`config.mk`:
```
export PLATFORM = sky130hd
export DESIGN_NAME = pc_next_unit
export DESIGN_NICKNAME = d
export VERILOG_FILES = /design/src/rtl/pc_next_unit.sv
export SDC_FILE = /design/constraint.sdc
export NUM_CORES = 1
export LEC_CHECK = 0
export BUFFER_PORTS_ARGS = -buffer_cell sky130_fd_sc_hd__clkbuf_2
export CELL_PAD_IN_SITES_DETAIL_PLACEMENT = 0
export CELL_PAD_IN_SITES_GLOBAL_PLACEMENT = 1
export CORE_MARGIN = 2
export CORE_UTILIZATION = 30
export DETAILED_ROUTE_END_ITERATION = 12
export GPL_TIMING_DRIVEN = 0
export PLACE_DENSITY = 0.7
export SLEW_MARGIN = 20
export SYNTH_ARGS = -nofsm -noshare
export SYNTH_HDL_FRONTEND = slang
export SYNTH_SLANG_ARGS = --single-unit
```
`constraint.sdc`:
```
create_clock -name clk -period 2.75 [get_ports clk]
set_clock_uncertainty 0.05 [all_clocks]
set_input_delay 0.1375 -clock clk [delete_from_list [all_inputs] [get_ports clk]]
set_output_delay 0.1375 -clock clk [all_outputs]
set_load 0.05 [all_outputs]
```
`src/rtl/pc_next_unit.sv`:
```
// Next-PC selector and PC register for the fetch stage.
// Picks PC+INC or a redirect target each cycle. A redirect seen while fetch is
// stalled is held in a one-entry pending register and applied on stall release.
module pc_next_unit #(
   parameter int unsigned          DATA_W   = 32,
   parameter int unsigned          NUM_SRC  = 4,
   parameter logic [DATA_W-1:0]    RESET_PC = DATA_W'(32'h0000_3000),
   parameter int unsigned          INC      = 4,
   localparam int unsigned         SEL_W    = (NUM_SRC > 2) ? $clog2(NUM_SRC) : 1
) (
   input  logic                      clk,
   input  logic                      reset,
   input  logic                      stall_i,
   input  logic                      redir_valid_i,
   input  logic [SEL_W-1:0]          redir_sel_i,
   input  logic [NUM_SRC*DATA_W-1:0] src_bus_i,
   output logic [DATA_W-1:0]         pc_o,
   output logic [DATA_W-1:0]         pc_plus_o,
   output logic                      pend_o,
   output logic                      sel_err_o,
   output logic                      align_err_o
);

   localparam logic StIdle = 1'b0;
   localparam logic StPend = 1'b1;

   logic              state_q, state_d;
   logic [DATA_W-1:0] pc_q, pc_d;
   logic [DATA_W-1:0] pend_q, pend_d;
   logic              sel_err_q, sel_err_d;
   logic              align_err_q, align_err_d;

   logic [DATA_W-1:0] seq_pc;
   logic [DATA_W-1:0] target;
   logic              sel_bad;

   // Slice 0 stands for the sequential source and carries no data.
   logic unused_slice0;
   assign unused_slice0 = ^src_bus_i[DATA_W-1:0];

   // Resolve the candidate next PC and flag illegal or misaligned redirects.
   always_comb begin
      seq_pc  = pc_q + DATA_W'(INC);
      target  = seq_pc;
      sel_bad = 1'b0;
      if (redir_valid_i && (redir_sel_i != '0)) begin
         if (32'(redir_sel_i) >= NUM_SRC) begin
            // Only reachable when NUM_SRC is not a power of two.
            target  = RESET_PC;
            sel_bad = 1'b1;
         end else begin
            for (int unsigned k = 1; k < NUM_SRC; k++) begin
               if (redir_sel_i == SEL_W'(k)) begin
                  target = src_bus_i[k*DATA_W +: DATA_W];
               end
            end
         end
      end
      // Every valid redirect is accepted (into the PC or the pending slot).
      sel_err_d   = sel_bad;
      align_err_d = redir_valid_i && (target[1:0] != 2'b00);
   end

   // Stall/pending FSM: decides what lands in the PC and the pending slot.
   always_comb begin
      state_d = state_q;
      pc_d    = pc_q;
      pend_d  = pend_q;
      case (state_q)
         StIdle: begin
            if (!stall_i) begin
               pc_d = target;
            end else if (redir_valid_i) begin
               pend_d  = target;
               state_d = StPend;
            end
         end
         StPend: begin
            if (stall_i) begin
               // Newest redirect wins while still stalled.
               if (redir_valid_i) begin
                  pend_d = target;
               end
            end else begin
               pc_d    = redir_valid_i ? target : pend_q;
               state_d = StIdle;
            end
         end
         default: state_d = StIdle;
      endcase
   end

   // State registers with synchronous reset.
   always_ff @(posedge clk) begin
      if (reset) begin
         state_q     <= StIdle;
         pc_q        <= RESET_PC;
         pend_q      <= '0;
         sel_err_q   <= 1'b0;
         align_err_q <= 1'b0;
      end else begin
         state_q     <= state_d;
         pc_q        <= pc_d;
         pend_q      <= pend_d;
         sel_err_q   <= sel_err_d;
         align_err_q <= align_err_d;
      end
   end

   assign pc_o        = pc_q;
   assign pc_plus_o   = pc_q + DATA_W'(INC);
   assign pend_o      = (state_q == StPend);
   assign sel_err_o   = sel_err_q;
   assign align_err_o = align_err_q;

endmodule

```
* After elaboration in Yosys (flattened, before gate mapping) *
Index checks and enable logic that the tools add are counted.

word-level totals
  flip-flop bits (word level) = 66
  output and inout port bits = 67
  input bits = 134
  word-level logic and storage cells = 29

operators by class
  reductions and logical operators = 5
  bitwise logic cells = 1
  muxes and demuxes = 13
  $add $sub $neg = 1
  equality and inequality tests = 5

operator list
  kind                   number
  $mux 32                8
  $pmux 32 s2            1
  $add 32x3->32 const B  1
  $eq 2x2->1 const B     2
  $ne 2x2->1 const B     2
  $reduce_bool 2->1      2
  $mux 1                 3
  $eq 2x1->1 const B     1
  $logic_and 1x1->1      2
  $pmux 1 s2             1
  $reduce_and 2->1       1
  $not 1->1              1

* Longest topological paths before layout *
  word-level depth = 8
  mapped depth = 7
  gate-level depth less buffers = 6

* Least setup slack after synthesis *
Ideal clock, no wire load.

  path kind = register -> register
  start point = register pc_q[2] (netlist: pc_o[2])
  end point = register pc_q[14] (netlist: pc_o[14])
  clock period less this slack = 2,861 ps
  stages on the path, launching flop included = 8
  slack = -111 ps
  data required time = 2,624 ps
  path buffers = 1
  setup time = 76 ps
  arrival = 2,735 ps
  cell sequence = dfxtp_1 -> ha_1 -> and3_1 -> clkbuf_1 -> nand4_1 -> xnor2_1 -> o21ai_0 -> o21ai_0

between the ends
  cells in the longest elaborated chain, start to end = 8
  elaborated cells on any way between the ends = 9
  those cells by class = 1 x add/sub; 8 x mux

RTL lines
  what                     RTL line  RTL
  start, declared          28        logic [DATA_W-1:0] pc_q, pc_d;
  start signal, assigned   103       pc_q <= pc_d;
  $add 32x3->32 *          -
  named net pc_plus_o[14]  18        output logic [DATA_W-1:0] pc_plus_o,
  $mux 32 (3 in series)    53        if (redir_sel_i == SEL_W'(k)) begin
  $mux 32 *                46        if (redir_valid_i && (redir_sel_i != '0)) begin
  $mux 32                  -
  $mux 32                  79        if (stall_i) begin
  $pmux 32 s2 *            69        case (state_q)

Mark *: on every way through the listed nets, which the timed path passes. The rest lies on a longest branch. The select of a mux whose other input is x is not followed.
A chain may end at the register's enable or synchronous reset.

* Worst setup path in the final report *
  start point = register pc_q[3] (netlist: pc_o[3])
  end point = output port pc_plus_o[28]

between the ends
  cells in the longest elaborated chain, start to end = 1

RTL lines
  what           RTL line  RTL
  $add 32x3->32  111       assign pc_plus_o = pc_q + DATA_W'(INC);
  end, declared  18

Every way passes these cells.

==> summary.txt <==
STA
  – Fmax: between 300 and 400 MHz
  – Final hold violations: 0
  – WHS: 155.5 ps
  – PnR worst setup slack: approximately 71 ps
  – Max Slew Vio Count: 0
  – Shortest period the worst path allows: 2679 ps
  – Setup Viol. Count Final: 0
  – RSZ-0062 raised after global routing: yes
  – Headroom to the max-slew limit: a little over a quarter
  – Period utilisation layout: 97.43%
  – Actual slew at the worst max-slew pin: 1096 ps

Route
  – Vias: between 5000 and 6000
  – DRT iter0 DRCs: 430
  – DRC: 0
  – Final wirelength: 19280 µm
  – Final ANT Viol Nets: 0
  – Vias per cell: 5.727
  – Router iterations before antenna repair: 5
  – Mean routed wirelength per cell: approximately 21 µm

Placed design
  – DP HPWL: between 10000 and 15000 µm
  – Placed cell area: between 5000 and 6000 µm²
  – Pre-CTS setup slack: roughly 140 ps
  – Port Buffers: around 170
  – GP Congestion: between 0.8 and 0.9

Power
  – Peak supply drop: approximately 0.25 mV
  – Pleak: between 2 and 2.5 nW
  – PwrDens: approximately 530 nW/µm²
  – Power, Total: around 0.003 W

Yosys
  – Top post-synthesis cells by count: nand2_1, dfxtp_1, o21ai_0, a21oi_1, nor2_1
  – Most used DFF post-synth: dfxtp_1
  – Yosys cell types: between 50 and 60
  – Asr flop ratio synth: 0%
  – Area fraction of the dominant cell type after synthesis: a little under a third
  – Number of flops mapped to enable cells by yosys: 0
  – FF+latch count, synth: between 60 and 70
  – Leading cell type by number of instances after synthesis: nand2_1
  – Post-Synthesis Cell Area: between 4000 and 5000 µm²
  – Mapped Cells: between 500 and 600
  – Post-Syn Area per Cell: roughly 7.9 µm²
  – Area contributors post-synth: dfxtp_1, mux2_2, nand2_1, o21ai_0, a21oi_1
  – Synthesis Warnings: 0
  – Syn nets: about 690
  – Biggest area consumer among synthesized cells: dfxtp_1
  – Register area share after synthesis: 30.08%

Clocking
  – Clock root cell: clkbuf_16
  – CTS clock-pin slew for the worst setup and hold paths: roughly 60 ps
  – Clk Latency, worst-skew pair: ~330 ps
  – CTS tree: yes
  – Post-CTS Setup Bufs: 0
  – Clock buffers created by TritonCTS: 9
  – Clock buffer depth: 2
  – H-tree Lvls: 3
  – CTS sink count: 66
  – Cts hold-fix bufs: 0

Cells and area
  – Fill cells: 1546
  – Layout cells sized above 1: between 30 and 40%
  – Final design area excluding fillers: about 5800 µm²
  – Area Overhead vs Synth: 32.07%
  – Multi-input logic area: roughly 2800 µm²
  – Antenna Cells: 0
  – # nets final: 869
  – Storage element area: 1329 µm²

GRT
  – Total congestion overflow: 0
  – Global-route wire length before repair: 28880 µm
  – Initial antenna violation count: 0
  – Gr usage total: a little under a quarter
  – Vias in the first global route: between 5000 and 6000
  – Largest net degree at the start of global routing: 12

Hold path
  – Worst Hold Class: input pin to flop

Floorplanning
  – IO Pins: roughly 200
  – Chip height: around 130 µm
  – Die width: about 130 µm
  – FP Rows: 44
  – CORE AREA: approximately 14000 µm²
  – Initial cell density of the core: 30.46%
  – Die area: roughly 16000 µm²

Worst setup path
  – Crit path required time: 2560 ps
  – CP Max Fanout: 8
  – WP data arrival: approximately 2500 ps
  – CP startpoint kind: flop
  – CP Capture Type: output port
  – Setup Crit Path Kind: flop to output port

Outcome
  – Status: finished, final reports clean

Job
  – Maxcap violations: 0
-- state kept, by name, summed over array words and instances (netlist names) --
register     count
pend_q          32
align_err_o      1
pend_o           1
pc_o            32
-- worst max-delay path, cell delays in order (launching register included) --
cell and delay, ps:
dfxtp_2 390, ha_1 240, nand3_2 230, or4_4 510, or4_4 460, nand2_1 100
clkbuf_4 230
-- power by group --
| part | switching, W | internal, W |
|---|---|---|
| sequential | 0.0000816 | 0.00102 |
| clock | 0.000429 | 0.000699 |
| combinational | 0.000561 | 0.000270 |
-- logic make-up after synthesis --
group	count (synthesis)	synth area share, %
xor gates and xnor gates	14	2.791
buffers and inverters	55	6.608
AOI/OAI and AO/OA	192	29.39
other	1	0.08536
and+or+nand+nor	195	22.50
muxes	33	8.260
DFF	66	30.08
adders and majority gates	1	0.2848
-- per-layer routing --
layer	vias up	wire (µm)	GRT usage, %
met1	2503	8617	32.35
li1	2453	-	-
met5	-	0	0
met4	0	557	9.804
met3	42	1386	3.338
met2	288	8713	37.95
-- placed cells by master, fill, tap and decap left out, drive strengths merged, types with 3 or more instances in the layout --
cell type,Yosys,layout
o21a,5,5
a21oi,28,28
or4,9,9
nor3b,4,4
nand2b,6,6
and2,3,3
nor2,28,28
o22ai,22,22
a2bb2oi,4,4
xnor2,12,12
mux2i,7,7
nand2,77,77
o21ai,50,50
a22oi,14,14
a32o,8,8
and3,4,4
or3,8,8
nor4,4,4
a21o,3,3
a22o,12,12
nor3,11,11
buf,12,12
o31ai,7,7
inv,12,12
clkbuf,31,208
a32oi,4,4
nand3,19,19
a211oi,11,11
nor2b,9,9
a221oi,8,8
dfxtp,66,66
mux2,26,26
o2bb2ai,4,4
nand4,5,5
and4,7,7
-- repair_timing --
item,4_1_cts,5_1_grt
gates cloned,0,0
setup endpoints to repair,6,9
resized for setup,7,6
-- path summary, 6_finish.rpt --
check	startpoint	endpoint	slack, ps	depth (start not counted)
worst min-delay path	reset	pc_o[7]	160	4
worst min register to register	pend_q[4]	pend_q[4]	410	2
worst max register to register	pend_o	pc_o[22]	390	5
worst max-delay path	pc_o[3]	pc_plus_o[28]	70	6
-- per-stage QoR --
step,TNS (ps),utilization [%],cells
6_report,0,40.22,923
5_1_grt,-29.20,40.22,923
4_1_cts,-4.523,40.12,923
3_5_place_dp,0,37.97,907
3_3_place_gp,0,37.97,907
2_1_floorplan,-16.95,-,557
-- area by class of cell --
type | instances | area share [%]
timing repair buffer | 166 | 14.36
multi-input combinational | 436 | 48.78
buffer | 43 | 4.248
tap | 184 | 3.968
sequential | 66 | 22.90
inverter | 12 | 0.7764
clock inverter | 5 | 0.9489
clock buffer | 11 | 4.011
(Power assumes the default switching activity.)
